File: src/rtl/ps2_pkg.sv
// Shared PS/2 definitions: protocol bytes, event layout, FSM encodings, default keymap.
package ps2_pkg;

    localparam logic [7:0] BYTE_E0 = 8'hE0;
    localparam logic [7:0] BYTE_F0 = 8'hF0;
    localparam logic [7:0] BYTE_E1 = 8'hE1;
    localparam logic [7:0] BYTE_AA = 8'hAA;
    localparam logic [7:0] BYTE_FA = 8'hFA;
    localparam logic [7:0] BYTE_EE = 8'hEE;
    localparam logic [7:0] BYTE_FE = 8'hFE;
    localparam logic [7:0] BYTE_FF = 8'hFF;
    localparam logic [7:0] BYTE_00 = 8'h00;
    localparam logic [7:0] BYTE_FC = 8'hFC;

    localparam int unsigned EV_W        = 10;
    localparam int unsigned EV_CODE_LSB = 0;
    localparam int unsigned EV_BRK_BIT  = 8;
    localparam int unsigned EV_EXT_BIT  = 9;

    localparam int unsigned KEYMAP_ENTRY_W = 9;
    localparam int unsigned GBA_NUM_KEYS   = 10;

    typedef struct packed {
        logic       ext;
        logic       brk;
        logic [7:0] code;
    } ps2_event_t;

    typedef enum logic [1:0] {D_BASE, D_EXT, D_BRK, D_EXT_BRK} dec_state_t;
    typedef enum logic {RX_IDLE, RX_BITS} rx_state_t;

    // Entry i = {ext, code}; order J,K,N,M,D,A,W,S,I,U from entry 0 upward.
    localparam logic [GBA_NUM_KEYS*KEYMAP_ENTRY_W-1:0] GBA_KEYMAP = {
        9'h03C, 9'h043, 9'h01B, 9'h01D, 9'h01C,
        9'h023, 9'h03A, 9'h031, 9'h042, 9'h03B
    };

    // Bytes that carry no key meaning and reset the prefix decoder.
    function automatic logic is_dropped_byte(input logic [7:0] b);
        return b inside {BYTE_E1, BYTE_00, BYTE_AA, BYTE_EE, BYTE_FA, BYTE_FC, BYTE_FE, BYTE_FF};
    endfunction

endpackage

File: src/rtl/ps2_frame_rx.sv
// PS/2 frame receiver: input synchronisers, falling-edge strobe, 11-bit frame FSM, watchdog.
module ps2_frame_rx
    import ps2_pkg::*;
#(
    parameter int unsigned TIMEOUT_CYCLES = 100000
) (
    input  logic       clk,
    input  logic       clrn,
    input  logic       ps2_clk,
    input  logic       ps2_data,
    output logic [7:0] rx_byte,
    output logic       byte_stb,
    output logic       frame_err
);

    localparam int unsigned WD_W = $clog2(TIMEOUT_CYCLES + 1);
    localparam logic [WD_W-1:0] WD_LIMIT = WD_W'(TIMEOUT_CYCLES);

    logic [2:0]      clk_sync, data_sync;
    logic            strobe, bit_in;
    rx_state_t       state_q, state_d;
    logic [3:0]      bit_cnt_q, bit_cnt_d;
    logic [8:0]      shift_q, shift_d;
    logic [WD_W-1:0] wdog_q, wdog_d;
    logic [7:0]      byte_d;
    logic            byte_stb_d, frame_err_d;

    // Three-flop synchronisers; idle-high line level on reset.
    always_ff @(posedge clk or negedge clrn) begin
        if (!clrn) begin
            clk_sync  <= 3'b111;
            data_sync <= 3'b111;
        end else begin
            clk_sync  <= {clk_sync[1:0], ps2_clk};
            data_sync <= {data_sync[1:0], ps2_data};
        end
    end

    assign strobe = clk_sync[2] & ~clk_sync[1];
    assign bit_in = data_sync[2];

    // Frame state and datapath registers.
    always_ff @(posedge clk or negedge clrn) begin
        if (!clrn) begin
            state_q   <= RX_IDLE;
            bit_cnt_q <= 4'd0;
            shift_q   <= 9'd0;
            wdog_q    <= '0;
            rx_byte   <= 8'd0;
            byte_stb  <= 1'b0;
            frame_err <= 1'b0;
        end else begin
            state_q   <= state_d;
            bit_cnt_q <= bit_cnt_d;
            shift_q   <= shift_d;
            wdog_q    <= wdog_d;
            rx_byte   <= byte_d;
            byte_stb  <= byte_stb_d;
            frame_err <= frame_err_d;
        end
    end

    // Next-state: start bit, 8 data LSB first, parity, stop; watchdog aborts stalled frames.
    always_comb begin
        state_d     = state_q;
        bit_cnt_d   = bit_cnt_q;
        shift_d     = shift_q;
        byte_d      = rx_byte;
        byte_stb_d  = 1'b0;
        frame_err_d = 1'b0;
        wdog_d      = '0;
        case (state_q)
            RX_IDLE: begin
                if (strobe && !bit_in) begin
                    state_d   = RX_BITS;
                    bit_cnt_d = 4'd0;
                end
            end
            RX_BITS: begin
                if (strobe) begin
                    if (bit_cnt_q == 4'd9) begin
                        state_d = RX_IDLE;
                        if (bit_in && (^shift_q)) begin
                            byte_d     = shift_q[7:0];
                            byte_stb_d = 1'b1;
                        end else begin
                            frame_err_d = 1'b1;
                        end
                    end else begin
                        shift_d   = {bit_in, shift_q[8:1]};
                        bit_cnt_d = bit_cnt_q + 4'd1;
                    end
                end else if (wdog_q == WD_LIMIT) begin
                    state_d     = RX_IDLE;
                    frame_err_d = 1'b1;
                end else begin
                    wdog_d = wdog_q + WD_W'(1);
                end
            end
            default: state_d = RX_IDLE;
        endcase
    end

endmodule

File: src/rtl/ps2_key_decoder.sv
// PS/2 key decoder: prefix decode, held-key bitmap against a run-time keymap, event FIFO.
// Build option PS2_TYPEMATIC_FILTER_EN suppresses repeated makes of keys already held.
module ps2_key_decoder
    import ps2_pkg::*;
#(
    parameter int unsigned FIFO_AW        = 3,
    parameter int unsigned NUM_KEYS       = 10,
    parameter int unsigned TIMEOUT_CYCLES = 100000
) (
    input  logic                               clk,
    input  logic                               clrn,
    input  logic                               ps2_clk,
    input  logic                               ps2_data,
    input  logic [NUM_KEYS*KEYMAP_ENTRY_W-1:0] keymap,
    output logic [NUM_KEYS-1:0]                keys_down,
    output logic                               ev_valid,
    input  logic                               ev_ready,
    output logic [7:0]                         ev_code,
    output logic                               ev_ext,
    output logic                               ev_brk,
    output logic                               overflow,
    output logic                               frame_err
);

    localparam int unsigned DEPTH = 2 ** FIFO_AW;
    localparam int unsigned PTR_W = FIFO_AW + 1;

    logic [7:0]          rx_byte;
    logic                rx_stb;
    dec_state_t          dec_q, dec_d;
    logic                ev_push_q, ev_push_d;
    ps2_event_t          ev_q, ev_d;
    logic [NUM_KEYS-1:0] key_match;
    logic                repeat_c, accept;
    logic [PTR_W-1:0]    wr_ptr, rd_ptr;
    logic                fifo_empty, fifo_full, pop, push;
    ps2_event_t          mem [DEPTH];
    ps2_event_t          head;

    ps2_frame_rx #(
        .TIMEOUT_CYCLES(TIMEOUT_CYCLES)
    ) u_rx (
        .clk      (clk),
        .clrn     (clrn),
        .ps2_clk  (ps2_clk),
        .ps2_data (ps2_data),
        .rx_byte  (rx_byte),
        .byte_stb (rx_stb),
        .frame_err(frame_err)
    );

    // Decode state and registered event request.
    always_ff @(posedge clk or negedge clrn) begin
        if (!clrn) begin
            dec_q     <= D_BASE;
            ev_push_q <= 1'b0;
            ev_q      <= '0;
        end else begin
            dec_q     <= dec_d;
            ev_push_q <= ev_push_d;
            ev_q      <= ev_d;
        end
    end

    // Prefix decoder: E0/F0 accumulate, noise bytes reset, anything else emits an event.
    always_comb begin
        dec_d     = dec_q;
        ev_push_d = 1'b0;
        ev_d      = ev_q;
        if (frame_err) begin
            dec_d = D_BASE;
        end else if (rx_stb) begin
            if (rx_byte == BYTE_E0) begin
                dec_d = D_EXT;
            end else if (rx_byte == BYTE_F0) begin
                if (dec_q == D_BASE)     dec_d = D_BRK;
                else if (dec_q == D_EXT) dec_d = D_EXT_BRK;
            end else if (is_dropped_byte(rx_byte)) begin
                dec_d = D_BASE;
            end else begin
                ev_push_d = 1'b1;
                ev_d.ext  = (dec_q == D_EXT) || (dec_q == D_EXT_BRK);
                ev_d.brk  = (dec_q == D_BRK) || (dec_q == D_EXT_BRK);
                ev_d.code = rx_byte;
                dec_d     = D_BASE;
            end
        end
    end

    // Keymap lookup for the pending event; duplicate entries all match.
    always_comb begin
        key_match = '0;
        for (int i = 0; i < NUM_KEYS; i++) begin
            key_match[i] = (keymap[KEYMAP_ENTRY_W*i +: KEYMAP_ENTRY_W] == {ev_q.ext, ev_q.code});
        end
    end

`ifdef PS2_TYPEMATIC_FILTER_EN
    assign repeat_c = ~ev_q.brk & (|(key_match & keys_down));
`else
    assign repeat_c = 1'b0;
`endif

    assign accept = ev_push_q & ~repeat_c;

    // Held-key bitmap: make sets, break clears every matching entry.
    always_ff @(posedge clk or negedge clrn) begin
        if (!clrn) begin
            keys_down <= '0;
        end else if (accept) begin
            keys_down <= ev_q.brk ? (keys_down & ~key_match) : (keys_down | key_match);
        end
    end

    assign fifo_empty = (wr_ptr == rd_ptr);
    assign fifo_full  = (wr_ptr[FIFO_AW] != rd_ptr[FIFO_AW]) &&
                        (wr_ptr[FIFO_AW-1:0] == rd_ptr[FIFO_AW-1:0]);
    assign pop        = ~fifo_empty & ev_ready;
    assign push       = accept & (~fifo_full | pop);

    // FIFO pointers and sticky drop flag.
    always_ff @(posedge clk or negedge clrn) begin
        if (!clrn) begin
            wr_ptr   <= '0;
            rd_ptr   <= '0;
            overflow <= 1'b0;
        end else begin
            if (push) wr_ptr <= wr_ptr + PTR_W'(1);
            if (pop)  rd_ptr <= rd_ptr + PTR_W'(1);
            if (accept && fifo_full && !pop) overflow <= 1'b1;
        end
    end

    // FIFO storage; contents are meaningless until written.
    always_ff @(posedge clk) begin
        if (push) mem[wr_ptr[FIFO_AW-1:0]] <= ev_q;
    end

    assign head     = mem[rd_ptr[FIFO_AW-1:0]];
    assign ev_valid = ~fifo_empty;
    assign ev_code  = head.code;
    assign ev_ext   = head.ext;
    assign ev_brk   = head.brk;

endmodule

File: config.mk
export PLATFORM = sky130hd
export DESIGN_NAME = ps2_key_decoder
export DESIGN_NICKNAME = d
export VERILOG_FILES = /design/src/rtl/ps2_pkg.sv /design/src/rtl/ps2_frame_rx.sv /design/src/rtl/ps2_key_decoder.sv
export SDC_FILE = /design/constraint.sdc
export NUM_CORES = 1
export LEC_CHECK = 0
export BUFFER_PORTS_ARGS = -buffer_cell sky130_fd_sc_hd__buf_2
export CAP_MARGIN = 10
export CORE_MARGIN = 10
export CORE_UTILIZATION = 61
export DETAILED_ROUTE_END_ITERATION = 12
export PLACE_DENSITY = 0.85
export SLEW_MARGIN = 30
export SYNTH_ARGS = -nofsm -noshare
export SYNTH_HDL_FRONTEND = slang
export SYNTH_SLANG_ARGS = --single-unit
export TNS_END_PERCENT = 50
File: constraint.sdc
create_clock -name clk -period 4.1 [get_ports clk]
set_input_delay 0.82 -clock clk [delete_from_list [all_inputs] [get_ports clk]]
set_output_delay 0.82 -clock clk [all_outputs]
set_load 0.005 [all_outputs]
==> results of run 1 <==
-- cell usage after synthesis (6+ instances only) --
cell / count
buf_1: 9
clkbuf_1: 11
dfrtp_1: 73
dfstp_2: 6
edfxtp_1: 80
ha_1: 6
inv_1: 13
mux2_2: 39
mux4_2: 20
nand2_1: 22
nand2b_1: 6
nand3_1: 15
nand4_1: 16
nor2_1: 27
nor3_1: 10
nor4_1: 24
o21ai_0: 14
xnor2_1: 28
xor2_1: 91
-- worst min path at each step --
stage                                    to  slack [ps]  depth (start not counted)
after global routing      u_rx.data_sync[1]         360                          0
after detailed placement   u_rx.clk_sync[1]         350                          0
after CTS                  u_rx.clk_sync[1]         360                          0
after global placement    u_rx.data_sync[2]         350                          0
after floorplan            u_rx.clk_sync[1]         350                          0
final                      u_rx.clk_sync[1]         360                          0
-- power groups by stage --
stage                     Sequential (mW)  Combinational [mW]  Clock [mW]
after floorplan                      1.81               0.250           0
after global placement               1.83               0.338           0
after detailed placement             1.83               0.356           0
after CTS                            1.81               0.363        1.51
after global routing                 1.82               0.398        1.57
final                                1.81               0.360        1.50
-- logic make-up (layout without fill, tap and decap cells) --
kind of cell               Yosys count  after routing  synth area share, %
buffers and inverters               38            173                2.061
muxes                               60             60                12.05
AOI/OAI and AO/OA                   26             26                2.011
adders and majority gates            6              6                1.005
xor gates and xnor gates           121            121                14.56
and+or+nand+nor                    137            137                9.583
DFF                                159            159                58.74
-- worst max-delay path: stages, from the launching register on --
cell     delay (ps)
dfrtp_1         320
buf_4           380
mux4_2          570
mux2_2          280
buf_2           130
-- area by class of cell --
cell class / count / share of cell area, %
Tap cell: 147 / 2.093
Timing Repair Buffer: 128 / 7.674
Inverter: 13 / 0.5552
Sequential cell: 159 / 49.94
Multi-Input combinational cell: 350 / 33.39
Clock buffer: 21 / 5.011
Clock inverter: 11 / 1.338
-- per-layer routing --
layer  up-vias  global-route usage, %  wire length (µm)
met1      2479                  26.17              6805
li1       2217                      -                 -
met5         -                      0                 0
met4         0                  9.091               454
met2       224                  38.69              9682
met3        43                  4.795              1211
-- through the flow --
step	util, %	power, mW
after floorplan	-	2.061
after global placement	68.41	2.164
after detailed placement	68.41	2.190
after CTS	73.05	3.676
after global routing	73.17	3.789
final	73.17	3.662
-- layout by cell type, fill, tap and decap left out, types with 2 or more instances in the layout --
cell / instances
buf_2: 116
xor2_1: 91
edfxtp_1: 80
dfrtp_1: 71
mux2_2: 39
xnor2_1: 28
nor2_1: 27
nor4_1: 23
nand2_1: 22
mux4_2: 20
clkbuf_16: 17
nand4_1: 16
nand3_1: 15
o21ai_0: 14
inv_1: 13
buf_4: 11
nor3_1: 10
nand2b_1: 6
ha_1: 6
dfstp_2: 6
and3_1: 5
clkinv_2: 5
or3_1: 4
a21oi_1: 4
clkbuf_1: 4
and2_1: 2
xnor3_1: 2
a211oi_1: 2
clkinvlp_4: 2
clkinv_4: 2
bufinv_16: 2
dfrtp_2: 2
-- registers in the layout, summed over array words and instances, names as in the netlist, 2 cells and up, named ones only --
signal,cells
u_rx.rx_byte,8
mem,80
u_rx.wdog_q,17
dec_q,2
u_rx.bit_cnt_q,4
wr_ptr,4
u_rx.shift_q,9
rd_ptr,4
u_rx.data_sync,3
ev_q,10
u_rx.clk_sync,3
==> results.yml, run 1 <==
setup_path:
  reg2reg_setup_slack_ps: 1630
  critPathKind: "flop to output pin"
  r2r-end: "mem[6][8]"
  cp.required_ps: 3280
  cp.arrival_ps: 2130
  r2r_start: "rd_ptr[2]"
  cp-endpoint: "ev_code[6]"
  end_kind: "output pin"
  r2r.worst_path.cells: 5
  critPathLaunch: "rd_ptr[0]"
  crit_path_max_fanout: 24
  cp-start-kind: "flop"
sta:
  fin_tns_setup_ps: 0
  worstMarginPinSlew_ps: 1000
  setup_viol: 0
  setup_ws_ps: 1153
  final_max_slew_viol_count: 0
  fmax_mhz: 339.4
  fin_skew_ps: 9.986
  period_minus_slack_ps: 2947
  whs_ps: 355.2
  maxSlewHeadroom_pct: 33.33
  rsz0062_at_grt: "no"
  hold_viol: 0
  fin_crit_sh_pct: 71.87
die:
  die_w_um: 130.7
  die_h_um: 130.7
  fp.coreArea_um2: 12010
  rows: 40
  io_pins: 118
  start_util_pct: 62.18
  die_area_um2: 17070
placement:
  placed_cell_area_um2: 8217
  gp_congestion: 0.8905
  dpl.cell_count: 796
  io_buffers: 117
  dp_slack_ps: 1422
  hpwl_um: 11990
logic_synthesis:
  yosysUniqueCellTypes: 41
  syn_area_per_cell_um2: 13.65
  yosys-top-cells-area: "edfxtp_1 (32%), dfrtp_1 (24%), xor2_1 (11%)"
  syn_nets: 648
  ys_seq_elements: 159
  synth_top_cell_by_area: "edfxtp_1"
  synth_edf_count: 80
  synth_top_area_share_pct: 32.17
  ys.flop_type: "edfxtp_1"
  postSynthCellCount: 547
  ys_warn_count: 0
  synth_seq_area_share_pct: 58.74
  postSynth.asyncResetShare_pct: 49.69
  netlist_area_um2: 7468
pwr:
  netSwitchingPower_uw: 838.5
  power_leakage_nw: 3.883
  power.density_nw_per_um2: 416.7
  p_clk_share_pct: 40.8
  internal_power_mw: 2.824
  peakVddDrop_mv: 0.3427
  pwr-share-comb_pct: 9.8
  power_frac_seq_pct: 49.4
  switching_share_pct: 22.90
final_layout:
  finalNonFillerCells: 829
  finalInstanceArea_um2: 8788
  final_nets: 770
  syn_to_final_growth_pct: 17.67
  seqCellArea_um2: 4389
  diodes: 0
  multi_input_area_um2: 2934
  drive_gt1_share_pct: 33.14
  fillerInstances: 732
drt:
  drt_iter0_drc: 547
  post-route-drc-count: 0
  drtPass1Iterations: 5
  postRouteAntennaNets: 0
  via_count: 4963
  viasPerCell: 5.987
  drt_wl_total_um: 18150
  wl_per_cell_um: 21.90
job:
  maxCapViolations: 0
cts:
  clock-sinks: 159
  clk_pin_slew_ps: 60
  clock_latency_ps: 430
  root_buffer: "clkbuf_16"
  cts_tree: "yes"
  numCtsBuffers: 17
  cts_max_level: 4
  clock_path_buffers: 2
  holdBufCountCts: 0
  cts_resized: 0
  post_cts_buffers: 0
grt:
  grt_pass1_vias: 5150
  antenna_found_initial: 0
  track_usage_pct: 22.20
  grt_start_max_net_pins: 80
  grt-ovfl-total: 0
  grt_first_pass_wirelength_um: 28430
min_path:
  hold_start: "u_rx.clk_sync[0]"
  hold_class: "flop to flop"
outcome:
  status: "finished, final reports clean"
(Power assumes the default switching activity.)
==> run 2, diff against run 1 <==
- CORE_UTILIZATION: 61 -> 51
- PLACE_DENSITY: 0.85 -> 0.76
- clock period: 4.1 -> 2.4 ns (I/O delays scaled with it)
==> results.yml, run 2 (same netlist as run 1, synthesis figures left out) <==
grt:
  grt-ovfl-total: 0
  grt_first_pass_wirelength_um: 28410
  grt_start_max_net_pins: 42
  track_usage_pct: 18.42
  antenna_found_initial: 0
  grt_pass1_vias: 5328
die:
  die_w_um: 141.0
  die_h_um: 141.0
  start_util_pct: 51.78
  fp.coreArea_um2: 14420
  rows: 44
  io_pins: 118
  die_area_um2: 19880
sta:
  hold_viol: 0
  fin_skew_ps: 6.013
  fmax_mhz: 406.5
  final_max_slew_viol_count: 0
  worstMarginPinSlew_ps: 890.9
  fin_crit_sh_pct: 102.5
  maxSlewHeadroom_pct: 40.39
  rsz0062_at_grt: "yes"
  setup_ws_ps: -60.33
  period_minus_slack_ps: 2460
  setup_viol: 9
cts:
  holdBufCountCts: 0
  clock-sinks: 159
  clk_pin_slew_ps: 60
  cts_tree: "yes"
  clock_path_buffers: 2
  root_buffer: "clkbuf_16"
  numCtsBuffers: 17
  post_cts_buffers: 0
  cts_max_level: 4
  clock_latency_ps: 420
pwr:
  report.power.total_mw: 6.466
  power_leakage_nw: 4.136
  power.density_nw_per_um2: 707.3
  peakVddDrop_mv: 0.5936
drt:
  post-route-drc-count: 0
  drt_iter0_drc: 324
  postRouteAntennaNets: 0
  via_count: 4887
  drt_wl_total_um: 17830
  wl_per_cell_um: 20.15
  viasPerCell: 5.522
  drtPass1Iterations: 5
final_layout:
  diodes: 0
  syn_to_final_growth_pct: 22.42
  final_common_cell: "buf_2"
  finalInstanceArea_um2: 9143
  layout_common_cells: "buf_2 (108), xor2_1 (91), edfxtp_1 (80)"
  final_core_util_pct: 63.38
  drive_gt1_share_pct: 35.38
  final_nets: 789
  largest_reg_flops: 80
outcome:
  violations: "setup timing"
  status: "complete, but fails checks"
placement:
  placed_cell_area_um2: 8426
  gp_congestion: 0.8126
  hpwl_um: 12720
  io_buffers: 117
setup_path:
  slowest_delay_ps: 520
  cp.required_ps: 1920
  worstPathCellList: "buf_12 > mux4_2 > mux2_2 > buf_2"
  end_kind: "output pin"
  cp_slowest_cell: "mux4_2"
  cp.arrival_ps: 1980
  cp-start-kind: "flop"
  critPathKind: "flop to output pin"
  r2r.worst_path.cells: 5
  crit_path_max_fanout: 14
job:
  maxCapViolations: 0
min_path:
  hold_class: "primary input to async pin"
-- run 2: changes by cell type in the layout (fill, tap and decap cells not counted), moves of 2 or more --
cell / previous run / this run
buf_4: 11 / 28
buf_2: 116 / 108
mux2_2: 39 / 31
mux2_4: 0 / 8
buf_6: 1 / 8
clkinv_2: 5 / 1
inv_6: 0 / 4
clkbuf_1: 4 / 1
buf_12: 0 / 2
clkinv_4: 2 / 4
-- run 2: worst paths after layout --
| kind | startpoint | end | slack, ps |
|---|---|---|---|
| hold / removal | clrn | u_rx.wdog_q[0] | 40 |
| max in group asynchronous | clrn | u_rx.clk_sync[0] | 1720 |
| setup / recovery | rd_ptr[0] | ev_code[4] | -60 |
| min in group clk | ps2_clk | u_rx.clk_sync[0] | 160 |
| setup reg to reg | rd_ptr[0] | mem[5][3] | 290 |
| hold reg to reg | u_rx.data_sync[0] | u_rx.data_sync[1] | 360 |
-- run 2: timing repair --
| action | in CTS | in global routing |
|---|---|---|
| hold endpoints to repair | 0 | 0 |
| resized for setup | 19 | 3 |
| pin swaps | 0 | 0 |
| endpoints found under the setup margin | 10 | 10 |
| cloned | 0 | 0 |
-- run 2: report_power, final --
| part | internal [mW] | total, mW | switching [mW] | leakage [nW] |
|---|---|---|---|---|
| sequential | 2.96 | 3.08 | 0.119 | 1.91 |
| combinational | 0.354 | 0.619 | 0.266 | 1.93 |
| clock | 1.66 | 2.77 | 1.11 | 0.298 |
| total | 4.97 | 6.47 | 1.49 | 4.14 |
-- run 2: cell type report --
type	count	area, µm²
multi-input cells	350	2967
fillers	1101	5281
inverters	13	48.80
clock buffers	18	429.2
repair buffers	147	895.9
flip-flops and latches	159	4388
clock inverters	14	183.9
well taps	184	230.2
-- run 2: metal layers --
layer | track usage [%] | vias to the layer above | part of all wire [%]
met1 | 21.65 | 2452 | 41
met3 | 4.468 | 19 | 4.7
li1 | - | 2265 | -
met2 | 32.41 | 151 | 53
met5 | 0 | - | 0
met4 | 5.707 | 0 | 1.4
-- run 2: metrics by stage --
stage,hold slack [ps],setup slack [ps],std cells,setup TNS [ps]
after global routing,52.48,-118.0,885,-913.9
after global placement,345.8,326.1,853,0
after detailed placement,348.2,281.0,853,0
after CTS,39.98,-43.95,885,-350.1
final,36.19,-60.33,885,-286.6
after floorplan,184.4,120.3,547,0
-- run 2: critical path: cells and delay by family (launching register included) --
kind                   cells  cell delay [ps]
buffers and inverters      2              320
flip-flops                 1              440
multiplexers               2              800
==> run 3, diff against run 2 <==
- CORE_UTILIZATION: 51 -> 52
- PLACE_DENSITY: 0.76 -> 0.77
- SYNTH_HIERARCHICAL: not set -> 1
==> results.yml, run 3 <==
outcome:
  status: "complete, but fails checks"
  violations: "setup timing"
placement:
  gp_congestion: 0.8484
  io_buffers: 117
  placed_cell_area_um2: 8783
  dpl.cell_count: 891
  hpwl_um: 14610
setup_path:
  cp-start-kind: "flop"
  r2r-end: "mem[2][5]"
  r2r_start: "wr_ptr[3]"
  end_kind: "output pin"
  critPathKind: "flop to output pin"
  cp.arrival_ps: 1970
  cp.required_ps: 1920
  reg2reg_setup_slack_ps: 140
  r2r.worst_path.cells: 4
  crit_path_max_fanout: 6
logic_synthesis:
  postSynthCellCount: 590
  ys_seq_elements: 159
  yosysMostFrequentCell: "xor2_1"
  synth_top_area_share_pct: 30.50
  ys_top_cells_by_count: "xor2_1 (90), edfxtp_1 (80), dfrtp_1 (73)"
  synth_top_cell_by_area: "edfxtp_1"
  yosysUniqueCellTypes: 59
  synth_edf_count: 80
  ys.flop_type: "edfxtp_1"
  netlist_area_um2: 7876
  ys_warn_count: 6
  syn_area_per_cell_um2: 13.35
  yosys-top-cells-area: "edfxtp_1 (31%), dfrtp_1 (23%), xor2_1 (10%)"
  synth_seq_area_share_pct: 55.69
  postSynth.asyncResetShare_pct: 49.69
  syn_nets: 691
sta:
  fin_tns_setup_ps: -322.0
  setup_viol: 10
  setup_ws_ps: -46.78
  fin_crit_sh_pct: 101.9
  period_minus_slack_ps: 2447
  maxSlewHeadroom_pct: 37.61
  worstMarginPinSlew_ps: 935.8
  fmax_mhz: 408.7
  final_max_slew_viol_count: 0
  hold_viol: 0
  whs_ps: 47.99
  rsz0062_at_grt: "yes"
  fin_skew_ps: 6.115
cts:
  clock_path_buffers: 2
  cts_tree: "yes"
  clock-sinks: 159
  holdBufCountCts: 0
  clock_latency_ps: 430
  cts_max_level: 4
  root_buffer: "clkbuf_16"
  numCtsBuffers: 17
  clk_pin_slew_ps: 60
die:
  fp.coreArea_um2: 14700
  die_w_um: 143.1
  io_pins: 118
  rows: 44
  die_h_um: 143.1
  start_util_pct: 53.58
  die_area_um2: 20470
pwr:
  peakVddDrop_mv: 0.5201
  power.density_nw_per_um2: 695.5
  power_leakage_nw: 4.002
final_layout:
  drive_gt1_share_pct: 33.11
  finalInstanceArea_um2: 9494
  final_common_cell: "buf_2"
  layout_common_cells: "buf_2 (112), xor2_1 (90), edfxtp_1 (80)"
  finalNonFillerCells: 927
  largest_reg_flops: 80
  final_nets: 831
  syn_to_final_growth_pct: 20.54
  diodes: 0
grt:
  grt_first_pass_wirelength_um: 32780
  grt-ovfl-total: 0
  track_usage_pct: 20.88
  grt_pass1_vias: 5834
  grt_start_max_net_pins: 42
  antenna_found_initial: 0
drt:
  drtPass1Iterations: 7
  viasPerCell: 5.996
  drt_wl_total_um: 21010
  wl_per_cell_um: 22.67
  drt_iter0_drc: 565
  postRouteAntennaNets: 0
  post-route-drc-count: 0
  via_count: 5558
min_path:
  hold_class: "primary input to async pin"
job:
  maxCapViolations: 0
## run 3: changes by cell type in the layout (fill, tap and decap cells not counted), moves of 4 or more
| cell | before | now |
|---|---|---|
| buf_2 | 108 | 112 |
| mux2i_1 | 1 | 10 |
| o21ai_0 | 14 | 2 |
| o211ai_1 | 1 | 17 |
| nand2_1 | 22 | 17 |
| o21ai_1 | 0 | 9 |
| mux2_2 | 31 | 22 |
| inv_1 | 13 | 23 |
| a21oi_1 | 4 | 8 |
## run 3: layout make-up
| class | count | area (µm²) |
|---|---|---|
| Multi-Input combinational cell | 382 | 3299 |
| Timing Repair Buffer | 147 | 878.3 |
| Clock inverter | 15 | 185.2 |
| Inverter | 23 | 86.33 |
| Fill cell | 1064 | 5205 |
| Sequential cell | 159 | 4389 |
| Tap cell | 184 | 230.2 |
| Clock buffer | 17 | 425.4 |
## run 3: logic make-up (layout without fill, tap and decap cells)
family / after synthesis / in the layout / synth area share [%]
multiplexers: 60 / 60 / 11.42
AO/OA/AOI/OAI: 53 / 53 / 5.004
buffers and inverters: 49 / 202 / 2.764
AND/OR/NAND/NOR: 142 / 142 / 10.10
XOR/XNOR: 120 / 120 / 13.93
adder cells (fa/ha/maj): 7 / 7 / 1.080
flip-flops: 159 / 159 / 55.69
## run 3: critical path, stage by stage (launching register included)
cell	delay, ps
dfrtp_2	450
buf_12	150
mux4_2	510
mux2_4	300
buf_6	120
## run 3: where the power goes
part           internal, mW  switching [mW]  total (mW)
sequential             2.96           0.135        3.09
combinational         0.417           0.316       0.734
clock                  1.65            1.13        2.78
## run 3: worst max-delay path by stage
stage          cells past startpoint  slack [ps]       from         end
2_1_floorplan                      5         250  wr_ptr[3]   mem[0][0]
3_3_place_gp                       4         170  wr_ptr[3]   mem[4][6]
3_5_place_dp                       4          70   ev_ready   mem[4][6]
4_1_cts                            5        -100  rd_ptr[0]  ev_code[1]
5_1_grt                            4        -100  rd_ptr[0]      ev_ext
6_report                           4         -50  rd_ptr[0]  ev_code[7]
## run 3: repair_timing
| item | CTS | global route |
|---|---|---|
| gates resized for setup | 14 | 3 |
| cloned | 2 | 0 |
| buffers inserted | 4 | 0 |
| setup endpoints to repair | 10 | 10 |
## run 3: stage by stage
| stage | total power [mW] | utilization [%] | worst slack, ps |
|---|---|---|---|
| finish | 6.603 | 64.59 | -46.78 |
| CTS | 6.617 | 64.85 | -104.1 |
| global route | 6.810 | 64.59 | -98.45 |
| global placement | 3.828 | 59.75 | 171.7 |
| detailed placement | 3.874 | 59.75 | 66.99 |
| floorplan | 3.629 | - | 252.2 |
## run 3: metal layers
metal / track usage (%) / wire [µm] / vias up
met2: 35.06 / 10660 / 256
met3: 5.207 / 1400 / 48
met5: 0 / 0 / -
li1: - / - / 2465
met4: 8.198 / 552 / 0
met1: 25.31 / 8402 / 2789
